===== src/rtl/hazard_ctrl.sv =====
// Pipeline sequencing controller: load-use, MDU and dmem wait stalls,
// branch redirect flush and a saturating stall-cycle counter.
module hazard_ctrl #(
    parameter int GPR_ADDR_W = 5,
    parameter int LU_BUBBLES = 2,
    parameter int CNT_W      = 32
) (
    input  logic                  clk,
    input  logic                  rst,
    input  logic [GPR_ADDR_W-1:0] id_rs1_addr,
    input  logic                  id_rs1_re,
    input  logic [GPR_ADDR_W-1:0] id_rs2_addr,
    input  logic                  id_rs2_re,
    input  logic [GPR_ADDR_W-1:0] id_exe_rd_addr,
    input  logic                  id_exe_rd_we,
    input  logic                  id_exe_mem_re,
    input  logic                  exe_mdu_start,
    input  logic                  mdu_done,
    input  logic                  dmem_req,
    input  logic                  dmem_ack,
    input  logic                  exe_branch_taken,
    output logic                  pc_stall,
    output logic                  if_id_stall,
    output logic                  id_exe_stall,
    output logic                  exe_mem_stall,
    output logic                  if_id_flush,
    output logic                  id_exe_flush,
    output logic                  exe_mem_bubble,
    output logic [CNT_W-1:0]      stall_cnt
);

    typedef enum logic [1:0] {
        RUN,
        LU_STALL,
        MDU_WAIT,
        MEM_WAIT
    } state_t;

    localparam logic [1:0] LU_LOAD = 2'(LU_BUBBLES - 1);

    state_t     state_q;
    state_t     state_d;
    state_t     ret_q;
    state_t     ret_d;
    logic [1:0] bub_q;
    logic [1:0] bub_d;

    logic ld_ok;
    logic rs1_hit;
    logic rs2_hit;
    logic lu_hit;
    logic mem_wait;

    logic c_pc;
    logic c_ifid;
    logic c_idexe;
    logic c_exemem;
    logic c_ifid_fl;
    logic c_idexe_fl;
    logic c_bubble;

    assign ld_ok = id_exe_mem_re
                 & id_exe_rd_we
                 & (id_exe_rd_addr != '0);

    assign rs1_hit = id_rs1_re
                   & (id_rs1_addr == id_exe_rd_addr);
    assign rs2_hit = id_rs2_re
                   & (id_rs2_addr == id_exe_rd_addr);

    assign lu_hit   = ld_ok & (rs1_hit | rs2_hit);
    assign mem_wait = dmem_req & ~dmem_ack;

    always_comb begin
        state_d    = state_q;
        ret_d      = ret_q;
        bub_d      = bub_q;
        c_pc       = 1'b0;
        c_ifid     = 1'b0;
        c_idexe    = 1'b0;
        c_exemem   = 1'b0;
        c_ifid_fl  = 1'b0;
        c_idexe_fl = 1'b0;
        c_bubble   = 1'b0;

        unique case (state_q)
            RUN: begin
                if (mem_wait) begin
                    c_pc     = 1'b1;
                    c_ifid   = 1'b1;
                    c_idexe  = 1'b1;
                    c_exemem = 1'b1;
                    ret_d    = RUN;
                    state_d  = MEM_WAIT;
                end else if (exe_mdu_start) begin
                    if (!mdu_done) begin
                        c_pc     = 1'b1;
                        c_ifid   = 1'b1;
                        c_idexe  = 1'b1;
                        c_bubble = 1'b1;
                        state_d  = MDU_WAIT;
                    end
                end else if (exe_branch_taken) begin
                    c_ifid_fl  = 1'b1;
                    c_idexe_fl = 1'b1;
                end else if (lu_hit) begin
                    c_pc       = 1'b1;
                    c_ifid     = 1'b1;
                    c_idexe_fl = 1'b1;
                    bub_d      = LU_LOAD;
                    if (LU_BUBBLES > 1) begin
                        state_d = LU_STALL;
                    end
                end
            end

            LU_STALL: begin
                // Counter freezes across a dmem wait so no bubble is lost.
                if (mem_wait) begin
                    c_pc     = 1'b1;
                    c_ifid   = 1'b1;
                    c_idexe  = 1'b1;
                    c_exemem = 1'b1;
                    ret_d    = LU_STALL;
                    state_d  = MEM_WAIT;
                end else begin
                    c_pc       = 1'b1;
                    c_ifid     = 1'b1;
                    c_idexe_fl = 1'b1;
                    bub_d      = bub_q - 2'd1;
                    if (bub_q <= 2'd1) begin
                        state_d = RUN;
                    end
                end
            end

            MDU_WAIT: begin
                if (!mdu_done) begin
                    c_pc     = 1'b1;
                    c_ifid   = 1'b1;
                    c_idexe  = 1'b1;
                    c_bubble = 1'b1;
                end else begin
                    state_d = RUN;
                end
            end

            MEM_WAIT: begin
                if (!dmem_ack) begin
                    c_pc     = 1'b1;
                    c_ifid   = 1'b1;
                    c_idexe  = 1'b1;
                    c_exemem = 1'b1;
                end else begin
                    state_d = ret_q;
                end
            end
        endcase
    end

    assign pc_stall       = c_pc & ~rst;
    assign if_id_stall    = c_ifid & ~rst;
    assign id_exe_stall   = c_idexe & ~rst;
    assign exe_mem_stall  = c_exemem & ~rst;
    assign if_id_flush    = c_ifid_fl & ~rst;
    assign id_exe_flush   = c_idexe_fl & ~rst;
    assign exe_mem_bubble = c_bubble & ~rst;

    always_ff @(posedge clk) begin
        if (rst) begin
            state_q <= RUN;
            ret_q   <= RUN;
            bub_q   <= 2'd0;
        end else begin
            state_q <= state_d;
            ret_q   <= ret_d;
            bub_q   <= bub_d;
        end
    end

    always_ff @(posedge clk) begin
        if (rst) begin
            stall_cnt <= '0;
        end else if (pc_stall && !(&stall_cnt)) begin
            stall_cnt <= stall_cnt + 1'b1;
        end
    end

endmodule


===== config.mk =====
export PLATFORM = sky130hd
export DESIGN_NAME = hazard_ctrl
export DESIGN_NICKNAME = d
export VERILOG_FILES = /design/src/rtl/hazard_ctrl.sv
export SDC_FILE = /design/constraint.sdc
export NUM_CORES = 1
export LEC_CHECK = 0
export ABC_CLOCK_PERIOD_IN_PS = 2800
export CAP_MARGIN = 20
export CORE_MARGIN = 3
export CORE_UTILIZATION = 25
export DETAILED_ROUTE_END_ITERATION = 16
export PLACE_DENSITY_LB_ADDON = 0.2
export REMOVE_ABC_BUFFERS = 1
export SLEW_MARGIN = 15
export SYNTH_ARGS = -nofsm -noshare
export SYNTH_HDL_FRONTEND = slang
export SYNTH_SLANG_ARGS = --single-unit

===== constraint.sdc =====
create_clock -name clk -period 2.8 [get_ports clk]
set_input_delay 0.56 -clock clk [delete_from_list [all_inputs] [get_ports clk]]
set_output_delay 0.56 -clock clk [all_outputs]
set_load 0.03 [all_outputs]

After elaboration in Yosys (flattened, before gate mapping)
Index checks and enable logic that the tools add are counted.
{"block": "word_totals", "register_bits": 38, "inputBits": 26, "output_inout_bits": 39, "elab_cells": 90}
{"block": "classes", "add_sub_neg": 2, "n_lt_le_gt_ge": 1, "eq_ne": 18, "muxes": 40, "n_bitwise": 15, "n_reduce_logical": 10}
{"cell": "32-bit by 1-bit adder with 32-bit output, second input constant", "n": 1}
{"cell": "32-bit AND reduction", "n": 1}
{"cell": "2-bit two-way mux", "n": 14}
{"cell": "1-bit two-way mux", "n": 18}
{"cell": "2-bit inequality test, second input constant", "n": 9}
{"cell": "1-bit bitwise AND", "n": 12}
{"cell": "4-bit inequality test, second input constant", "n": 3}
{"cell": "6-bit AND reduction", "n": 2}
{"cell": "5-bit == test", "n": 2}
{"cell": "1-bit one-hot mux with 4 select lines", "n": 2}
{"cell": "2-bit one-hot mux with 2 select lines", "n": 2}
{"cell": "2-bit one-hot mux with 4 select lines", "n": 1}
{"cell": "1-bit one-hot mux with 2 select lines", "n": 3}
{"cell": "5-bit nonzero test", "n": 1}
{"cell": "2-bit == test, second input constant", "n": 2}
{"cell": "3-bit inequality test, second input constant", "n": 1}
{"cell": "3-bit AND reduction", "n": 1}
{"cell": "2-bit by 1-bit == test with 1-bit output, second input constant", "n": 1}
{"cell": "2-bit by 1-bit <= comparator with 1-bit output, second input constant", "n": 1}
{"cell": "2-bit zero test", "n": 1}
{"cell": "1-bit inverter", "n": 2}
{"cell": "2-bit nonzero test", "n": 1}
{"cell": "2-bit OR reduction", "n": 1}
{"cell": "2-bit by 1-bit subtractor with 2-bit output, second input constant", "n": 1}
{"cell": "other kinds (3)", "n": 3}

Longest topological paths before layout
{"block": "logic_depth", "word_depth": 11, "ltp_mapped": 8, "depth_no_buf": 7}

Least setup slack after synthesis
No wires, ideal clock.
{"block": "synth_path", "path_type": "input to output", "from": "input id_exe_rd_addr[2]", "to": "output pc_stall", "arrival_time_ns": 2.419, "required_ns": 2.240, "slack_ns": -0.179, "stages": 8, "n_path_buf": 3, "cell_sequence": "or4_1 -> nor2_1 -> or4_1 -> o21a_1 -> clkbuf_1 -> clkbuf_1 -> nor2_1 -> buf_4"}
{"block": "synth_between", "elab_chain_len": 10, "elab_cells_between_ends": 14, "classes_between": "eq/ne: 2; mux: 5; bitwise: 6; reduce/logical: 1"}
{"item": "start: declaration", "line": "14", "rtl": "input logic [GPR_ADDR_W-1:0] id_exe_rd_addr,"}
{"item": "5-bit == test, on equally long branches", "line": "67, 69"}
{"item": "1-bit bitwise AND, on equally long branches", "line": "67, 69"}
{"item": "1-bit OR", "line": "71", "rtl": "assign lu_hit = ld_ok & (rs1_hit | rs2_hit);"}
{"item": "1-bit bitwise AND *", "line": "71"}
{"item": "1-bit two-way mux * (4 in series)"}
{"item": "1-bit one-hot mux with 4 select lines *"}
{"item": "1-bit bitwise AND *"}
{"item": "end: declaration", "line": "22", "rtl": "output logic pc_stall,"}
Mark *: on every way between the ends. The rest lies on a longest branch, timed or not.

Final worst setup path
{"block": "layout_path", "from": "input mdu_done", "to": "register stall_cnt[30]"}
{"block": "layout_between", "elab_chain_len": 6}
{"item": "start: declaration", "line": "18", "rtl": "input logic mdu_done,"}
{"item": "1-bit two-way mux *", "line": "96, 138"}
{"item": "1-bit two-way mux", "line": "95", "rtl": "end else if (exe_mdu_start) begin"}
{"item": "1-bit two-way mux", "line": "88", "rtl": "if (mem_wait) begin"}
{"item": "1-bit one-hot mux with 4 select lines *", "line": "86", "rtl": "unique case (state_q)"}
{"item": "1-bit bitwise AND *", "line": "161", "rtl": "assign pc_stall = c_pc & ~rst;"}
{"item": "1-bit logical AND *", "line": "184", "rtl": "end else if (pc_stall && !(&stall_cnt)) begin"}
{"item": "end signal: assignment", "line": "185", "rtl": "stall_cnt <= stall_cnt + 1'b1;"}
{"item": "end: declaration", "line": "29", "rtl": "output logic [CNT_W-1:0] stall_cnt"}
Marked as above.
A chain may end at the register's enable or synchronous reset.

==> impl_metrics.csv <==
group,metric,value,unit
clocking,htreeDepth,2,
placement,dp_hpwl,5110,um
clocking,numCtsBuffers,5,
clocking,clkLatencyLatePin,0.29,ns
finish,final_common_cell,"clkdlybuf4s50_1",
die,row_count,33,
yosys,synthTopCellsByArea,"dfxtp_1 (33%), a21oi_1 (5.4%), nand4_1 (4.8%), o21ai_0 (4.5%), or3_1 (4.5%)",
power_and_ir_drop,ir_drop,0.187,mV
yosys,synth_top_area_cell,"dfxtp_1",
yosys,ys_seq_elements,37,
yosys,yosysWarnings,0,
die,io_pins,65,
finish,syn2layout_area_growth,54.5,%
power_and_ir_drop,totalPowerFinal,1.33,mW
power_and_ir_drop,comb_power_share,0.268,
yosys,yosysSeqAreaShare,0.331,
timing,fin_crit,2.75,ns
finish,n_fill_cell,858,
clocking,postCtsHoldBufs,0,
timing,setup_viol,0,
yosys,synth.distinct_cells,44,
placement,placed_cells,474,
timing,slew_headroom,0.771,
die,die_h,101,um
global_routing,groute.usage.overall,0.135,
yosys,syn_inst,283,
clocking,clock_path_buffers,2,
yosys,avgSynthCellArea,7.91,um2
hold_path,hold_path.class,"reg2reg",
power_and_ir_drop,power.switching,0.392,mW
critical_path,arrival,2.98,ns
detailed_routing,drt_iter0_drc,55,
global_routing,grt_first_pass_wirelength,11100,um
timing,layout_setup_ws,0.0513,ns
clocking,clk_pin_slew,0.08,ns
placement,pre_cts_ws,-0.270,ns
detailed_routing,drc_errors,0,
die,dieArea,0.0101,mm2
finish,fin_nets,406,
placement,place.gp.congestion,0.769,
timing,fin_setup_tns,0,ns
critical_path,path_max_fanout,3,
detailed_routing,routed_wl,6880,um
power_and_ir_drop,intPower,0.935,mW
placement,io_buffers,64,
die,design.core.area,0.00846,mm2
critical_path,cp-end-kind,"flop",
detailed_routing,dr.pass1.iters,4,
global_routing,antenna_found_initial,0,
timing,fin_crit_sh,0.982,
detailed_routing,num_vias,2511,
yosys,synth_top_flop_cell,"dfxtp_1",
timing,maxSlewViolCount,0,
finish,num_antenna_cells,0,
clocking,cts_tree,"done",
global_routing,grt_max_degree,29,
yosys,yosysTopAreaCellShare,0.331,
timing,worstMarginPinSlew,0.341,ns
detailed_routing,wire_per_inst,14.2,um
detailed_routing,post_drt_via_cell_ratio,5.19,
global_routing,first_global_vias,2361,
finish,final_cell_mix,"clkdlybuf4s50_1 (44), buf_4 (43), dfxtp_1 (37), a21oi_1 (24), o21ai_0 (20)",
power_and_ir_drop,seqPwrFrac,0.411,
clocking,cts.sinks,37,
run_status,status,"complete, no violations",
clocking,clock-root-buffer,"clkbuf_8",
flow_run,drv_cap,0,
timing,hold_violations,0,
die,die_w,101,um
finish,stdcell_count,484,
yosys,synth-edff-count,0,
power_and_ir_drop,p_leak,1.26,nW
finish,drive_above_1_share,0.222,
die,initial_utilization,0.264,
critical_path,cp.required,3.03,ns
power_and_ir_drop,netSwitchingFraction,0.295,
global_routing,gr-total-overflow,0,
timing,finalHoldWorstSlack,0.509,ns
critical_path,critPathLaunchType,"input pin",
timing,finalClockSkew,0.0121,ns
timing,max_freq,364,MHz
power_and_ir_drop,power.density,384,mW/mm2
power_and_ir_drop,clkPwrFrac,0.321,
timing,rsz0062_at_grt,"no",
yosys,syn-cell-area,0.00224,mm2
yosys,ys_async_sr_fraction,0,
critical_path,path_class,"in2reg",
detailed_routing,drtAntennaViolNets,0,
## what timing repair did
item / CTS / global route
pin swaps: 7 / 10
setup buffers: 1 / 1
resized for setup: 17 / 23
endpoints found under the hold margin: 0 / 0
endpoints found under the setup margin: 3 / 5
## power groups by stage
stage	clock (mW)	sequential [mW]	combinational, mW
after floorplan	0	0.569	0.119
after global routing	0.467	0.547	0.389
final	0.426	0.546	0.355
after global placement	0	0.558	0.336
after detailed placement	0	0.558	0.339
after CTS	0.437	0.545	0.350
## path summary, 6_finish.rpt
kind | start | endpoint | cells past startpoint | slack, ns
max reg2reg | state_q[0] | stall_cnt[30] | 6 | 0.32
max | mdu_done | stall_cnt[30] | 7 | 0.05
min | ret_q[0] | ret_q[0] | 2 | 0.51
min reg2reg | ret_q[0] | ret_q[0] | 2 | 0.51
## synthesized netlist by cell type, types with 7 or more instances
library cell and instances:
clkbuf_1 16, o21ai_0 20, nor2_1 12, nand2_1 16, a21oi_1 24, xor2_1 8, and3_1 7, nor2b_1 8
or3_1 16, dfxtp_1 37, nand4_1 17, or4_1 9, nor3_1 9, nor4_1 9, nand3_1 14
## per-layer routing
| metal | part of all wire | track usage |
|---|---|---|
| met1 | 0.46 | 0.181 |
| met2 | 0.49 | 0.225 |
| met3 | 0.046 | 0.0263 |
| met4 | 0.0052 | 0.0280 |
| met5 | 0 | 0 |
## critical path: stages
cell and delay [ns]:
clkdlybuf4s50_1 0.42, mux2_4 0.28, a21o_1 0.20, or4_4 0.55
or4b_4 0.52, or3_1 0.31, a21oi_1 0.14
## flip-flops by register name (all words and copies together), names as in the netlist
name,cells
state_q,2
ret_q,1
bub_q,2
stall_cnt,32
## through the flow
| stage | cell area, um2 | utilization |
|---|---|---|
| floorplan | 2160 | - |
| global route | 3460 | 0.408 |
| finish | 3460 | 0.408 |
| CTS | 3400 | 0.402 |
| global placement | 3260 | 0.385 |
| detailed placement | 3260 | 0.385 |
## area by class of cell
type                       instances  area (um2)  share of cell area
multi-input combinational        223        1490               0.430
sequential                        37         741               0.214
tap                              105         131              0.0380
inverter                           4        15.0             0.00434
clock inverter                     1        5.00             0.00145
clock buffer                       7        96.3              0.0279
timing repair buffer             107         982               0.284
## cell families (layout without fill, tap and decap cells)
logic type	count (synthesis)	after routing	share of synthesized area
and+or+nand+nor	135	135	0.348
adders and majority gates	2	2	0.0112
DFF	37	37	0.331
buffers and inverters	23	119	0.0403
xor gates and xnor gates	10	10	0.0392
muxes	10	10	0.0503
AOI/OAI and AO/OA	66	66	0.180
No activity file was read; power rests on OpenSTA's default activity.
